==> config.mk <==
export PLATFORM = sky130hd
export DESIGN_NAME = seq_divider
export DESIGN_NICKNAME = d
export VERILOG_FILES = /design/src/rtl/seq_divider.sv
export SDC_FILE = /design/constraint.sdc
export NUM_CORES = 1
export LEC_CHECK = 0
export ABC_AREA = 0
export CAP_MARGIN = 20
export CORE_UTILIZATION = 64
export DETAILED_ROUTE_END_ITERATION = 12
export DONT_BUFFER_PORTS = 1
export PLACE_DENSITY = 0.8
export SKIP_CTS_REPAIR_TIMING = 1
export SLEW_MARGIN = 20
export SYNTH_ARGS = -nofsm -noshare
export SYNTH_HDL_FRONTEND = slang
export SYNTH_SLANG_ARGS = --single-unit
==> constraint.sdc <==
create_clock -name clk -period 9.08 [get_ports clk]
set_input_delay 1.816 -clock clk [delete_from_list [all_inputs] [get_ports clk]]
set_output_delay 1.816 -clock clk [all_outputs]
set_load 0.01 [all_outputs]
==> src/rtl/seq_divider.sv <==
// seq_divider: multi-cycle radix-2 restoring divider producing quotient (LO) and remainder (HI)
module seq_divider #(
   parameter int WIDTH = 32
) (
   input  logic             clk,
   input  logic             rst,
   input  logic             start,
   input  logic             signed_op,
   input  logic [WIDTH-1:0] dividend,
   input  logic [WIDTH-1:0] divisor,
   output logic [WIDTH-1:0] quotient,
   output logic [WIDTH-1:0] remainder,
   output logic             busy,
   output logic             done,
   output logic             div_zero
);
   localparam int CW = $clog2(WIDTH);
   typedef enum logic [1:0] {IDLE, CALC, FIX} state_t;
   state_t           state_q;
   logic [WIDTH-1:0] prem_q, dvd_q, dsr_q, raw_q, quo_q, rem_q;
   logic [CW-1:0]    cnt_q;
   logic             sgn_q_q, sgn_r_q, dz_q, done_q, dz_out_q;
   logic [WIDTH:0]   shifted, trial;
   logic [WIDTH-1:0] prem_d, dvd_d, a_mag, b_mag;
   // one restoring step: the dividend register doubles as the quotient shift register
   always_comb begin
      shifted = {prem_q, dvd_q[WIDTH-1]};
      trial   = shifted - {1'b0, dsr_q};
      prem_d  = trial[WIDTH] ? shifted[WIDTH-1:0] : trial[WIDTH-1:0];
      dvd_d   = {dvd_q[WIDTH-2:0], ~trial[WIDTH]};
      a_mag   = (signed_op & dividend[WIDTH-1]) ? -dividend : dividend;
      b_mag   = (signed_op & divisor[WIDTH-1]) ? -divisor : divisor;
   end
   // control FSM with registered results; reset aborts any operation in flight
   always_ff @(posedge clk) begin
      if (rst) begin
         state_q  <= IDLE;
         quo_q    <= '0;
         rem_q    <= '0;
         done_q   <= 1'b0;
         dz_out_q <= 1'b0;
         dz_q     <= 1'b0;
         cnt_q    <= '0;
      end else begin
         done_q <= 1'b0;
         case (state_q)
            IDLE: if (start) begin
               raw_q   <= dividend;
               sgn_q_q <= signed_op & (dividend[WIDTH-1] ^ divisor[WIDTH-1]);
               sgn_r_q <= signed_op & dividend[WIDTH-1];
               dvd_q   <= a_mag;
               dsr_q   <= b_mag;
               prem_q  <= '0;
               cnt_q   <= '0;
               dz_q    <= divisor == '0;
               state_q <= divisor == '0 ? FIX : CALC;
            end
            CALC: begin
               prem_q  <= prem_d;
               dvd_q   <= dvd_d;
               cnt_q   <= cnt_q + 1'b1;
               state_q <= cnt_q == CW'(WIDTH - 1) ? FIX : CALC;
            end
            FIX: begin
               quo_q    <= dz_q ? '1 : (sgn_q_q ? -dvd_q : dvd_q);
               rem_q    <= dz_q ? raw_q : (sgn_r_q ? -prem_q : prem_q);
               dz_out_q <= dz_q;
               done_q   <= 1'b1;
               state_q  <= IDLE;
            end
            default: state_q <= IDLE;
         endcase
      end
   end
   assign quotient  = quo_q;
   assign remainder = rem_q;
   assign busy      = state_q != IDLE;
   assign done      = done_q;
   assign div_zero  = dz_out_q;
endmodule

==> flow_results.xml, run 1 <==
<?xml version="1.0" encoding="UTF-8"?>
<metrics>
  <group name="run_status">
    <metric name="status" unit="">complete, but fails checks</metric>
    <metric name="violations" unit="">design-rule violations</metric>
  </group>
  <group name="layout">
    <metric name="most_common_library_cell_in_the_layout_ignoring_fill_and_taps" unit="">nand2_1</metric>
    <metric name="num-nets-final" unit="">1376</metric>
    <metric name="n_antenna_cell" unit="">0</metric>
    <metric name="post_route_cells_drive_above_1_share" unit="%">5.99</metric>
    <metric name="syn2layout_area_growth" unit="%">8.34</metric>
    <metric name="most-common-layout-cells" unit="">nand2_1, edfxtp_1, nor2_1, o21ai_0, a21oi_1</metric>
  </group>
  <group name="global_routing">
    <metric name="gr-usage-all-layers" unit="%">29.7</metric>
    <metric name="grt_start_max_net_pins" unit="">77</metric>
    <metric name="grt_first_pass_wirelength" unit="µm">46100</metric>
    <metric name="number_of_global_route_vias_before_repair" unit="">9021</metric>
    <metric name="antenna_found_initial" unit="">0</metric>
    <metric name="grt_overflow" unit="">0</metric>
  </group>
  <group name="logic_synthesis">
    <metric name="synthTopCellsByArea" unit="">edfxtp_1, dfxtp_1, nand2_1, xor2_1, xnor2_1</metric>
    <metric name="most_frequently_used_flop_master_after_synthesis" unit="">edfxtp_1</metric>
    <metric name="synth_largest_area_cell" unit="">edfxtp_1</metric>
    <metric name="synth.cell_area" unit="µm²">11900</metric>
    <metric name="synth_async_sr_flop_share" unit="%">0</metric>
    <metric name="synthesized_nets" unit="">1402</metric>
    <metric name="seq_area_frac_synth" unit="%">45.2</metric>
    <metric name="top_cell_type_s_share_of_synthesized_area" unit="%">32.8</metric>
    <metric name="yosys_register_bits" unit="">204</metric>
    <metric name="synth_area_per_cell" unit="µm²">9.20</metric>
    <metric name="synthesis.instances" unit="">1295</metric>
    <metric name="ys.warnings.count" unit="">0</metric>
    <metric name="ys_types" unit="">67</metric>
    <metric name="synth_edf_count" unit="">130</metric>
  </group>
  <group name="clock_tree">
    <metric name="clkTransAtPathRegs" unit="ns">0.06</metric>
    <metric name="cts_inserted_buffers" unit="">23</metric>
    <metric name="tritoncts" unit="">yes</metric>
    <metric name="worstSkewPairLatency" unit="ns">0.51</metric>
    <metric name="clock_tree.htree_level_count" unit="">1</metric>
    <metric name="clock_buffer_depth" unit="">3</metric>
    <metric name="clock_tree_root" unit="">clkbuf_16</metric>
    <metric name="clkSinkCount" unit="">204</metric>
  </group>
  <group name="floorplanning">
    <metric name="start_util" unit="%">65.9</metric>
    <metric name="area_enclosed_by_the_die_boundary" unit="µm²">19200</metric>
    <metric name="height_of_the_chip" unit="µm">138</metric>
    <metric name="rows" unit="">49</metric>
    <metric name="placeableCoreArea" unit="µm²">18100</metric>
    <metric name="top_level_ports" unit="">135</metric>
    <metric name="die_width" unit="µm">138</metric>
  </group>
  <group name="timing">
    <metric name="fmax" unit="MHz">243</metric>
    <metric name="final.period_utilization" unit="%">45.3</metric>
    <metric name="number_of_max_slew_violations_in_the_final_report" unit="">0</metric>
    <metric name="postLayoutSetupSlackWorst" unit="ns">4.97</metric>
    <metric name="timing.clock.skew" unit="ns">0.0107</metric>
    <metric name="shortest_clock_period_the_worst_path_allows_after_layout" unit="ns">4.11</metric>
    <metric name="grt_setup_unrepaired" unit="">false</metric>
    <metric name="report.final.setup_viol" unit="">0</metric>
    <metric name="max_slew.worst_pin.slew" unit="ns">1.02</metric>
    <metric name="hold_violations" unit="">0</metric>
    <metric name="relSlewSlack" unit="%">32.2</metric>
    <metric name="fin_tns_setup" unit="ns">0</metric>
  </group>
  <group name="pwr">
    <metric name="lkg_pwr" unit="µW">0.00470</metric>
    <metric name="power.share.sequential" unit="%">44.2</metric>
    <metric name="netSwitchingPower" unit="µW">631</metric>
    <metric name="power_density" unit="nW/µm²">191</metric>
    <metric name="intPower" unit="µW">1830</metric>
    <metric name="comb_power_share" unit="%">14.3</metric>
    <metric name="ir_worst_vdd" unit="mV">0.165</metric>
    <metric name="power_switching_share" unit="%">25.7</metric>
    <metric name="share_clk_of_total_power" unit="%">41.5</metric>
  </group>
  <group name="place">
    <metric name="portBuffers" unit="">0</metric>
    <metric name="gp_congestion" unit="">0.910</metric>
    <metric name="pre_cts_slack" unit="ns">4.64</metric>
    <metric name="post_dp_hpwl" unit="µm">20200</metric>
  </group>
  <group name="critical_path">
    <metric name="crit_start" unit="">dvd_q[31]$_DFFE_PP_</metric>
    <metric name="regToRegSetupSlack" unit="ns">4.97</metric>
    <metric name="worst-r2r-cell-count" unit="">13</metric>
    <metric name="worstSetupEndpointType" unit="">flop</metric>
    <metric name="regToRegEndpoint" unit="">prem_q[29]$_SDFFCE_PN0P_</metric>
    <metric name="worst_setup_path_start_kind" unit="">flop</metric>
    <metric name="timing.critical_path.fanout_max" unit="">28</metric>
    <metric name="timing.critical_path.required" unit="ns">9.42</metric>
    <metric name="worst_setup_path_endpoint" unit="">prem_q[29]$_SDFFCE_PN0P_</metric>
    <metric name="arrival" unit="ns">4.45</metric>
    <metric name="critical_path.reg2reg.startpoint" unit="">dvd_q[31]$_DFFE_PP_</metric>
    <metric name="kind_of_critical_path" unit="">flop to flop</metric>
  </group>
  <group name="run">
    <metric name="maxCapViolations" unit="">0</metric>
  </group>
  <group name="route">
    <metric name="wire_per_inst" unit="µm">18.7</metric>
    <metric name="drcViolationCount" unit="">16</metric>
    <metric name="detail_route.first_pass.iterations" unit="">9</metric>
    <metric name="via_per_inst" unit="">6.23</metric>
    <metric name="dr_total_vias" unit="">9434</metric>
    <metric name="postRouteAntennaNets" unit="">0</metric>
    <metric name="dr.first_iter.drc_count" unit="">749</metric>
    <metric name="route.final.wire_length" unit="µm">28400</metric>
  </group>
  <group name="min_path">
    <metric name="timing.hold.worst.class" unit="">flop to flop</metric>
  </group>
</metrics>
## routing by layer
metal  track usage (%)  wire, µm  vias up
li1                  -         -     4581
met1              38.9     11700     4470
met2              49.7     13500      345
met3              7.27      2630       38
met4              6.62       506        0
met5                 0         0        -
## sequential cells by signal (all words and copies together) (netlist names)
name and cells:
cnt_q 5, div_zero 1, done 1, dsr_q 32
dvd_q 32, dz_q 1, prem_q 32, quotient 32
raw_q 32, remainder 32, sgn_q_q 1, sgn_r_q 1
state_q 2
## power by group through the flow
stage	combinational, µW	clock, µW	sequential, µW
3_3_place_gp	340	0	1110
4_1_cts	352	1030	1090
5_1_grt	391	1060	1090
2_1_floorplan	292	0	1090
6_report	352	1020	1090
3_5_place_dp	348	0	1110
## critical path: stages (launching register included)
cell and delay, ns:
edfxtp_1 0.38, inv_1 0.09, ha_1 0.23, fa_1 0.40, nand2b_1 0.18, a21oi_1 0.21, o21ai_1 0.16, o22a_1 0.25
o31a_1 0.37, a2111o_1 0.48, o211ai_4 0.14, buf_4 0.45, nand2_1 0.32, o22ai_1 0.26
## layout make-up
type	count	area, µm²
clock buffers	28	667
flip-flops and latches	204	5390
repair buffers	8	60.1
multi-input cells	978	6130
well taps	229	287
fillers	1359	5170
clock inverters	13	176
inverters	54	203
## cells in the mapped netlist (7+ instances only)
cell and instances:
nor4_1 11, o22ai_1 25, o31ai_1 23, and2_1 7
nor3_1 26, ha_1 38, a31oi_1 7, nor2_1 116
xor2_1 76, o41ai_1 16, edfxtp_1 130, nand2_1 182
inv_1 54, clkbuf_1 49, nand3_1 14, nand2b_1 19
dfxtp_1 74, or4_1 11, a21oi_1 89, o21ai_0 100
mux2i_1 28, or3_1 9, a21o_1 12, xnor2_1 70
a211oi_1 9, nor2b_1 9
## per-stage QoR
step / total power, µW / hold slack [ns] / cells / util (%) / area (µm²)
6_report: 2460 / 0.493 / 1514 / 71.4 / 12900
4_1_cts: 2470 / 0.493 / 1514 / 71.4 / 12900
3_3_place_gp: 1450 / 0.481 / 1473 / 66.7 / 12100
5_1_grt: 2550 / 0.517 / 1514 / 71.4 / 12900
2_1_floorplan: 1380 / 0.472 / 1295 / - / 11900
3_5_place_dp: 1460 / 0.485 / 1473 / 66.7 / 12100
## worst min-delay path by stage
stage,from,to,slack [ns],cells past startpoint
after global placement,div_zero$_SDFFE_PP0P_,div_zero$_SDFFE_PP0P_,0.48,2
final,remainder[6]$_SDFFE_PP0P_,remainder[6]$_SDFFE_PP0P_,0.49,2
after floorplan,cnt_q[4]$_SDFFE_PP0P_,cnt_q[4]$_SDFFE_PP0P_,0.47,2
after CTS,remainder[6]$_SDFFE_PP0P_,remainder[6]$_SDFFE_PP0P_,0.49,2
after global routing,remainder[1]$_SDFFE_PP0P_,remainder[1]$_SDFFE_PP0P_,0.52,2
after detailed placement,remainder[6]$_SDFFE_PP0P_,remainder[6]$_SDFFE_PP0P_,0.49,2
## cells by family after synthesis
family	count (synthesis)	share of synthesized area, %
AO/OA/AOI/OAI	325	16.6
XOR/XNOR	146	10.7
adder cells (fa/ha/maj)	39	4.16
buffers and inverters	113	3.66
flip-flops	204	45.2
multiplexers	31	2.63
AND/OR/NAND/NOR	437	17.0
Power figures use the tool's default switching activity.
==> run 2: changes to the inputs <==
- clock period: 9.08 -> 4.01 ns (I/O delays scaled with it)
==> run 2 against run 1 <==
Net effect: the flow still finishes with violations (design-rule violations); routed wire length fell by 0.18%; critical path depth stayed put; power rose by 120%; register-to-register slack got worse by 4.7 ns; count of clock-buffer cells in the layout up 7; via count is 0.68% higher.
==> flow_results.xml, run 2 (synthesis results as in run 1) <==
<?xml version="1.0" encoding="UTF-8"?>
<metrics>
  <group name="run">
    <metric name="maxCapViolations" unit="">0</metric>
  </group>
  <group name="clock_tree">
    <metric name="clock_tree_root" unit="">clkbuf_16</metric>
    <metric name="tritoncts" unit="">yes</metric>
    <metric name="cts_inserted_buffers" unit="">24</metric>
    <metric name="worstSkewPairLatency" unit="ns">0.50</metric>
    <metric name="clkTransAtPathRegs" unit="ns">0.06</metric>
    <metric name="clock_buffer_depth" unit="">3</metric>
    <metric name="clkSinkCount" unit="">204</metric>
    <metric name="clock_tree.htree_level_count" unit="">1</metric>
  </group>
  <group name="floorplanning">
    <metric name="area_enclosed_by_the_die_boundary" unit="µm²">19200</metric>
    <metric name="start_util" unit="%">65.9</metric>
    <metric name="rows" unit="">49</metric>
    <metric name="height_of_the_chip" unit="µm">138</metric>
    <metric name="placeableCoreArea" unit="µm²">18100</metric>
    <metric name="top_level_ports" unit="">135</metric>
    <metric name="die_width" unit="µm">138</metric>
  </group>
  <group name="min_path">
    <metric name="timing.hold.worst.class" unit="">primary input to flop</metric>
  </group>
  <group name="pwr">
    <metric name="lkg_pwr" unit="µW">0.00472</metric>
    <metric name="netSwitchingPower" unit="µW">1410</metric>
    <metric name="pnr_total_power" unit="µW">5430</metric>
    <metric name="ir_worst_vdd" unit="mV">0.446</metric>
    <metric name="power_switching_share" unit="%">26.0</metric>
    <metric name="comb_power_share" unit="%">15.1</metric>
    <metric name="intPower" unit="µW">4020</metric>
    <metric name="share_clk_of_total_power" unit="%">39.6</metric>
    <metric name="power.share.sequential" unit="%">45.4</metric>
    <metric name="power_density" unit="nW/µm²">420</metric>
  </group>
  <group name="global_routing">
    <metric name="grt_overflow" unit="">0</metric>
    <metric name="grt_most_used_layer" unit="">met2</metric>
    <metric name="grtUsageMet3" unit="%">6.69</metric>
    <metric name="grt_start_max_net_pins" unit="">77</metric>
    <metric name="grt_first_pass_wirelength" unit="µm">45600</metric>
    <metric name="antenna_found_initial" unit="">0</metric>
    <metric name="gr-usage-all-layers" unit="%">29.4</metric>
    <metric name="number_of_global_route_vias_before_repair" unit="">9092</metric>
    <metric name="gr-usage-met2" unit="%">48.0</metric>
    <metric name="grtUsageMet1" unit="%">39.0</metric>
  </group>
  <group name="route">
    <metric name="route.final.wire_length" unit="µm">28300</metric>
    <metric name="dr_total_vias" unit="">9498</metric>
    <metric name="detail_route.first_pass.iterations" unit="">10</metric>
    <metric name="via_per_inst" unit="">6.24</metric>
    <metric name="wire_per_inst" unit="µm">18.6</metric>
    <metric name="postRouteAntennaNets" unit="">0</metric>
    <metric name="drcViolationCount" unit="">14</metric>
    <metric name="dr.first_iter.drc_count" unit="">722</metric>
  </group>
  <group name="layout">
    <metric name="syn2layout_area_growth" unit="%">8.51</metric>
    <metric name="most-common-layout-cells" unit="">nand2_1, edfxtp_1, nor2_1, o21ai_0, a21oi_1</metric>
    <metric name="n_antenna_cell" unit="">0</metric>
    <metric name="multi_input_comb_area" unit="µm²">6140</metric>
    <metric name="final_design_area_no_fill" unit="µm²">12900</metric>
    <metric name="most_common_library_cell_in_the_layout_ignoring_fill_and_taps" unit="">nand2_1</metric>
    <metric name="num-nets-final" unit="">1383</metric>
    <metric name="layout.area.seq" unit="µm²">5390</metric>
    <metric name="post_route_cells_drive_above_1_share" unit="%">6.03</metric>
    <metric name="fill_cells" unit="">1309</metric>
  </group>
  <group name="timing">
    <metric name="fmax" unit="MHz">269</metric>
    <metric name="final.period_utilization" unit="%">92.8</metric>
    <metric name="fin_tns_setup" unit="ns">0</metric>
    <metric name="grt_setup_unrepaired" unit="">false</metric>
    <metric name="number_of_max_slew_violations_in_the_final_report" unit="">0</metric>
    <metric name="report.final.setup_viol" unit="">0</metric>
    <metric name="max_slew.worst_pin.slew" unit="ns">1.04</metric>
    <metric name="timing.clock.skew" unit="ns">0.00848</metric>
    <metric name="relSlewSlack" unit="%">30.9</metric>
    <metric name="shortest_clock_period_the_worst_path_allows_after_layout" unit="ns">3.72</metric>
    <metric name="hold_violations" unit="">0</metric>
  </group>
  <group name="run_status">
    <metric name="violations" unit="">design-rule violations</metric>
    <metric name="status" unit="">complete, but fails checks</metric>
  </group>
  <group name="critical_path">
    <metric name="timing.critical_path.max_delay_family" unit="">compound AO/OA/AOI/OAI gates</metric>
    <metric name="worstSetupEndpointType" unit="">flop</metric>
    <metric name="kind_of_critical_path" unit="">flop to flop</metric>
    <metric name="timing.critical_path.fanout_max" unit="">26</metric>
    <metric name="worst_setup_path_start_kind" unit="">flop</metric>
    <metric name="slowest_stage" unit="">a2111o_1</metric>
    <metric name="crit_chain" unit="">inv_1, ha_1, fa_1, nand2b_1, a21oi_1, o21ai_1, o22a_1, o31a_1, a2111o_1, o211ai_4, buf_12, nand2_1, o22ai_1</metric>
    <metric name="arrival" unit="ns">4.06</metric>
    <metric name="slowest_delay" unit="ns">0.47</metric>
    <metric name="timing.critical_path.required" unit="ns">4.34</metric>
    <metric name="cp_num_buf_inv" unit="">2</metric>
  </group>
  <group name="place">
    <metric name="portBuffers" unit="">0</metric>
    <metric name="post_dp_hpwl" unit="µm">20400</metric>
    <metric name="gp_congestion" unit="">0.931</metric>
    <metric name="postPlaceCellArea" unit="µm²">12100</metric>
  </group>
</metrics>
-- run 2: cell types whose count changed in the layout (fill, tap and decap cells not counted), moves of 2 or more --
cell / previous run / this run
clkbuf_8: 3 / 1
bufinv_16: 4 / 1
buf_4: 8 / 12
clkbuf_16: 25 / 27
clkinvlp_4: 3 / 0
clkbuf_1: 0 / 7
buf_12: 0 / 2
-- run 2: layer usage --
layer | up-vias | part of all wire (%)
li1 | 4593 | -
met1 | 4460 | 42
met2 | 387 | 47
met3 | 58 | 9.0
met4 | 0 | 2.8
met5 | - | 0
-- run 2: worst paths after layout --
check | startpoint | end | slack [ns] | cells past startpoint
max | dvd_q[31]$_DFFE_PP_ | prem_q[27]$_SDFFCE_PN0P_ | 0.29 | 13
min | rst | remainder[12]$_SDFFE_PP0P_ | 0.36 | 1
max reg2reg | dvd_q[31]$_DFFE_PP_ | prem_q[27]$_SDFFCE_PN0P_ | 0.29 | 13
min reg2reg | div_zero$_SDFFE_PP0P_ | div_zero$_SDFFE_PP0P_ | 0.49 | 2
-- run 2: layout make-up --
type | instances | area share [%]
clock inverter | 9 | 0.561
sequential | 204 | 41.6
timing repair buffer | 14 | 1.01
tap | 229 | 2.22
multi-input combinational | 978 | 47.5
inverter | 54 | 1.57
clock buffer | 35 | 5.53
-- run 2: power by group through the flow --
| stage | Combinational [µW] | Sequential, µW | Clock, µW |
|---|---|---|---|
| floorplan | 661 | 2470 | 0 |
| global placement | 785 | 2500 | 0 |
| detailed placement | 805 | 2500 | 0 |
| CTS | 812 | 2460 | 2170 |
| global route | 909 | 2470 | 2240 |
| finish | 818 | 2460 | 2150 |
-- run 2: through the flow --
stage	hold WS (ns)	worst slack [ns]	util (%)	cells
2_1_floorplan	0.472	0.0287	-	1295
3_3_place_gp	0.481	0.518	67.2	1479
3_5_place_dp	0.485	0.404	67.2	1479
4_1_cts	0.356	0.357	71.5	1523
5_1_grt	0.362	0.127	71.5	1523
6_report	0.363	0.288	71.5	1523
-- run 2: worst register-to-register path: cells and delay by family (launching register included) --
kind	cells	cell delay, ns
AOI/OAI and AO/OA	7	1.83
adders and majority gates	2	0.64
DFF	1	0.37
and+or+nand+nor	2	0.39
buffers and inverters	2	0.32
==> run 3: changes to the inputs <==
==> constraint.sdc (replaced) <==
create_clock -name clk -period 4.01 [get_ports clk]
set_input_delay 0.6015 -clock clk [delete_from_list [all_inputs] [get_ports clk]]
set_output_delay 0.6015 -clock clk [all_outputs]
set_load 0.01 [all_outputs]
==> run 3 against run 2 <==
Net effect: the flow still finishes with violations (design-rule violations); final cell count decreased by 0.20%; critical endpoint is now prem_q[1]$_SDFFCE_PN0P_; first-iteration DRC count is 6.6% higher; worst setup slack better by 0.042 ns; non-clock buffer count rose by 1; flip-flop and latch count did not move; register-to-register slack better by 0.04 ns; routed wire length rose by 0.33%; clock power is essentially flat.
==> flow_results.xml, run 3 (synthesis results as in run 1) <==
<?xml version="1.0" encoding="UTF-8"?>
<metrics>
  <group name="run_status">
    <metric name="status" unit="">complete, but fails checks</metric>
    <metric name="violations" unit="">design-rule violations</metric>
  </group>
  <group name="critical_path">
    <metric name="worstSetupEndpointType" unit="">flop</metric>
    <metric name="timing.critical_path.fanout_max" unit="">8</metric>
    <metric name="arrival" unit="ns">4.04</metric>
    <metric name="timing.critical_path.required" unit="ns">4.37</metric>
    <metric name="crit_start" unit="">dvd_q[31]$_DFFE_PP_</metric>
    <metric name="worst-r2r-cell-count" unit="">13</metric>
    <metric name="kind_of_critical_path" unit="">flop to flop</metric>
    <metric name="critical_path.reg2reg.startpoint" unit="">dvd_q[31]$_DFFE_PP_</metric>
    <metric name="worst_setup_path_start_kind" unit="">flop</metric>
  </group>
  <group name="min_path">
    <metric name="timing.hold.worst_path_depth" unit="">1</metric>
    <metric name="startpoint_of_the_tightest_hold_check_path" unit="">rst</metric>
    <metric name="timing.hold.worst.class" unit="">primary input to flop</metric>
  </group>
  <group name="place">
    <metric name="postPlaceCellArea" unit="µm²">12200</metric>
    <metric name="gp_congestion" unit="">0.926</metric>
    <metric name="portBuffers" unit="">0</metric>
    <metric name="post_dp_hpwl" unit="µm">20400</metric>
    <metric name="pre_cts_slack" unit="ns">0.372</metric>
  </group>
  <group name="layout">
    <metric name="final_design_area_no_fill" unit="µm²">13000</metric>
    <metric name="utilization" unit="%">71.6</metric>
    <metric name="fill_cells" unit="">1337</metric>
    <metric name="most-common-layout-cells" unit="">nand2_1, edfxtp_1, nor2_1, o21ai_0, a21oi_1</metric>
    <metric name="syn2layout_area_growth" unit="%">8.67</metric>
    <metric name="most_common_library_cell_in_the_layout_ignoring_fill_and_taps" unit="">nand2_1</metric>
    <metric name="n_antenna_cell" unit="">0</metric>
    <metric name="num-nets-final" unit="">1382</metric>
    <metric name="post_route_cells_drive_above_1_share" unit="%">6.27</metric>
  </group>
  <group name="timing">
    <metric name="relSlewSlack" unit="%">28.9</metric>
    <metric name="grt_setup_unrepaired" unit="">false</metric>
    <metric name="shortest_clock_period_the_worst_path_allows_after_layout" unit="ns">3.68</metric>
    <metric name="timing.clock.skew" unit="ns">0.0116</metric>
    <metric name="final.period_utilization" unit="%">91.8</metric>
    <metric name="number_of_max_slew_violations_in_the_final_report" unit="">0</metric>
    <metric name="max_slew.worst_pin.slew" unit="ns">1.07</metric>
    <metric name="postLayoutSetupSlackWorst" unit="ns">0.330</metric>
    <metric name="fmax" unit="MHz">272</metric>
    <metric name="fin_tns_setup" unit="ns">0</metric>
    <metric name="report.final.setup_viol" unit="">0</metric>
    <metric name="hold_violations" unit="">0</metric>
  </group>
  <group name="route">
    <metric name="via_per_inst" unit="">6.27</metric>
    <metric name="dr.first_iter.drc_count" unit="">770</metric>
    <metric name="detail_route.first_pass.iterations" unit="">9</metric>
    <metric name="drcViolationCount" unit="">14</metric>
    <metric name="dr_total_vias" unit="">9536</metric>
    <metric name="postRouteAntennaNets" unit="">0</metric>
    <metric name="route.final.wire_length" unit="µm">28400</metric>
    <metric name="wire_per_inst" unit="µm">18.7</metric>
  </group>
  <group name="pwr">
    <metric name="lkg_pwr" unit="µW">0.00474</metric>
    <metric name="ir_worst_vdd" unit="mV">0.340</metric>
    <metric name="power_density" unit="nW/µm²">421</metric>
  </group>
  <group name="global_routing">
    <metric name="grt_first_pass_wirelength" unit="µm">45800</metric>
    <metric name="number_of_global_route_vias_before_repair" unit="">9112</metric>
    <metric name="antenna_found_initial" unit="">0</metric>
    <metric name="grt_overflow" unit="">0</metric>
    <metric name="grt_start_max_net_pins" unit="">77</metric>
    <metric name="gr-usage-all-layers" unit="%">29.6</metric>
  </group>
  <group name="floorplanning">
    <metric name="height_of_the_chip" unit="µm">138</metric>
    <metric name="placeableCoreArea" unit="µm²">18100</metric>
    <metric name="rows" unit="">49</metric>
    <metric name="die_width" unit="µm">138</metric>
    <metric name="area_enclosed_by_the_die_boundary" unit="µm²">19200</metric>
    <metric name="start_util" unit="%">65.9</metric>
    <metric name="top_level_ports" unit="">135</metric>
  </group>
  <group name="clock_tree">
    <metric name="cts_inserted_buffers" unit="">22</metric>
    <metric name="clkSinkCount" unit="">204</metric>
    <metric name="clkTransAtPathRegs" unit="ns">0.06</metric>
    <metric name="clock_buffer_depth" unit="">3</metric>
    <metric name="clock_tree_root" unit="">clkbuf_16</metric>
    <metric name="worstSkewPairLatency" unit="ns">0.51</metric>
    <metric name="tritoncts" unit="">yes</metric>
    <metric name="clock_tree.htree_level_count" unit="">1</metric>
  </group>
  <group name="run">
    <metric name="maxCapViolations" unit="">0</metric>
  </group>
</metrics>
[run 3: layout make-up]
type                       count  area, µm²  share of cell area (%)
timing repair buffer          15        138                    1.06
clock buffer                  36        779                    6.02
sequential                   204       5390                    41.6
inverter                      54        203                    1.56
clock inverter                 4       20.0                   0.155
tap                          229        287                    2.21
multi-input combinational    978       6140                    47.4
[run 3: worst paths after layout]
check | end | slack, ns
setup / recovery | prem_q[1]$_SDFFCE_PN0P_ | 0.33
hold / removal | remainder[15]$_SDFFE_PP0P_ | 0.17
setup reg to reg | prem_q[1]$_SDFFCE_PN0P_ | 0.33
hold reg to reg | remainder[15]$_SDFFE_PP0P_ | 0.49
[run 3: through the flow]
stage,power [µW],std cells,hold slack (ns)
after detailed placement,3310,1480,0.486
final,5450,1520,0.168
after CTS,5440,1520,0.156
after global routing,5630,1520,0.147
after floorplan,3130,1295,0.472
after global placement,3290,1480,0.482
[run 3: power breakdown]
part	internal, µW	switching (µW)	total, µW
combinational	355	471	826
sequential	2360	101	2460
clock	1330	831	2160
[run 3: worst max-delay path: stages, from the launching register on]
cell and delay (ns):
edfxtp_1 0.37, inv_1 0.08, ha_1 0.22, fa_1 0.39, nand2b_1 0.17, a21oi_1 0.20
o21ai_1 0.15, o22a_1 0.25, o31a_1 0.36, a2111o_1 0.47, o211ai_4 0.17, buf_4 0.27
mux2_2 0.35, nor2_1 0.08
[run 3: metal layers]
layer	vias to the layer above	part of all wire, %	global-route usage, %
met5	-	0	0
met4	0	2.9	9.34
met3	59	8.6	6.44
met2	383	47	49.1
met1	4513	41	38.7
li1	4581	-	-
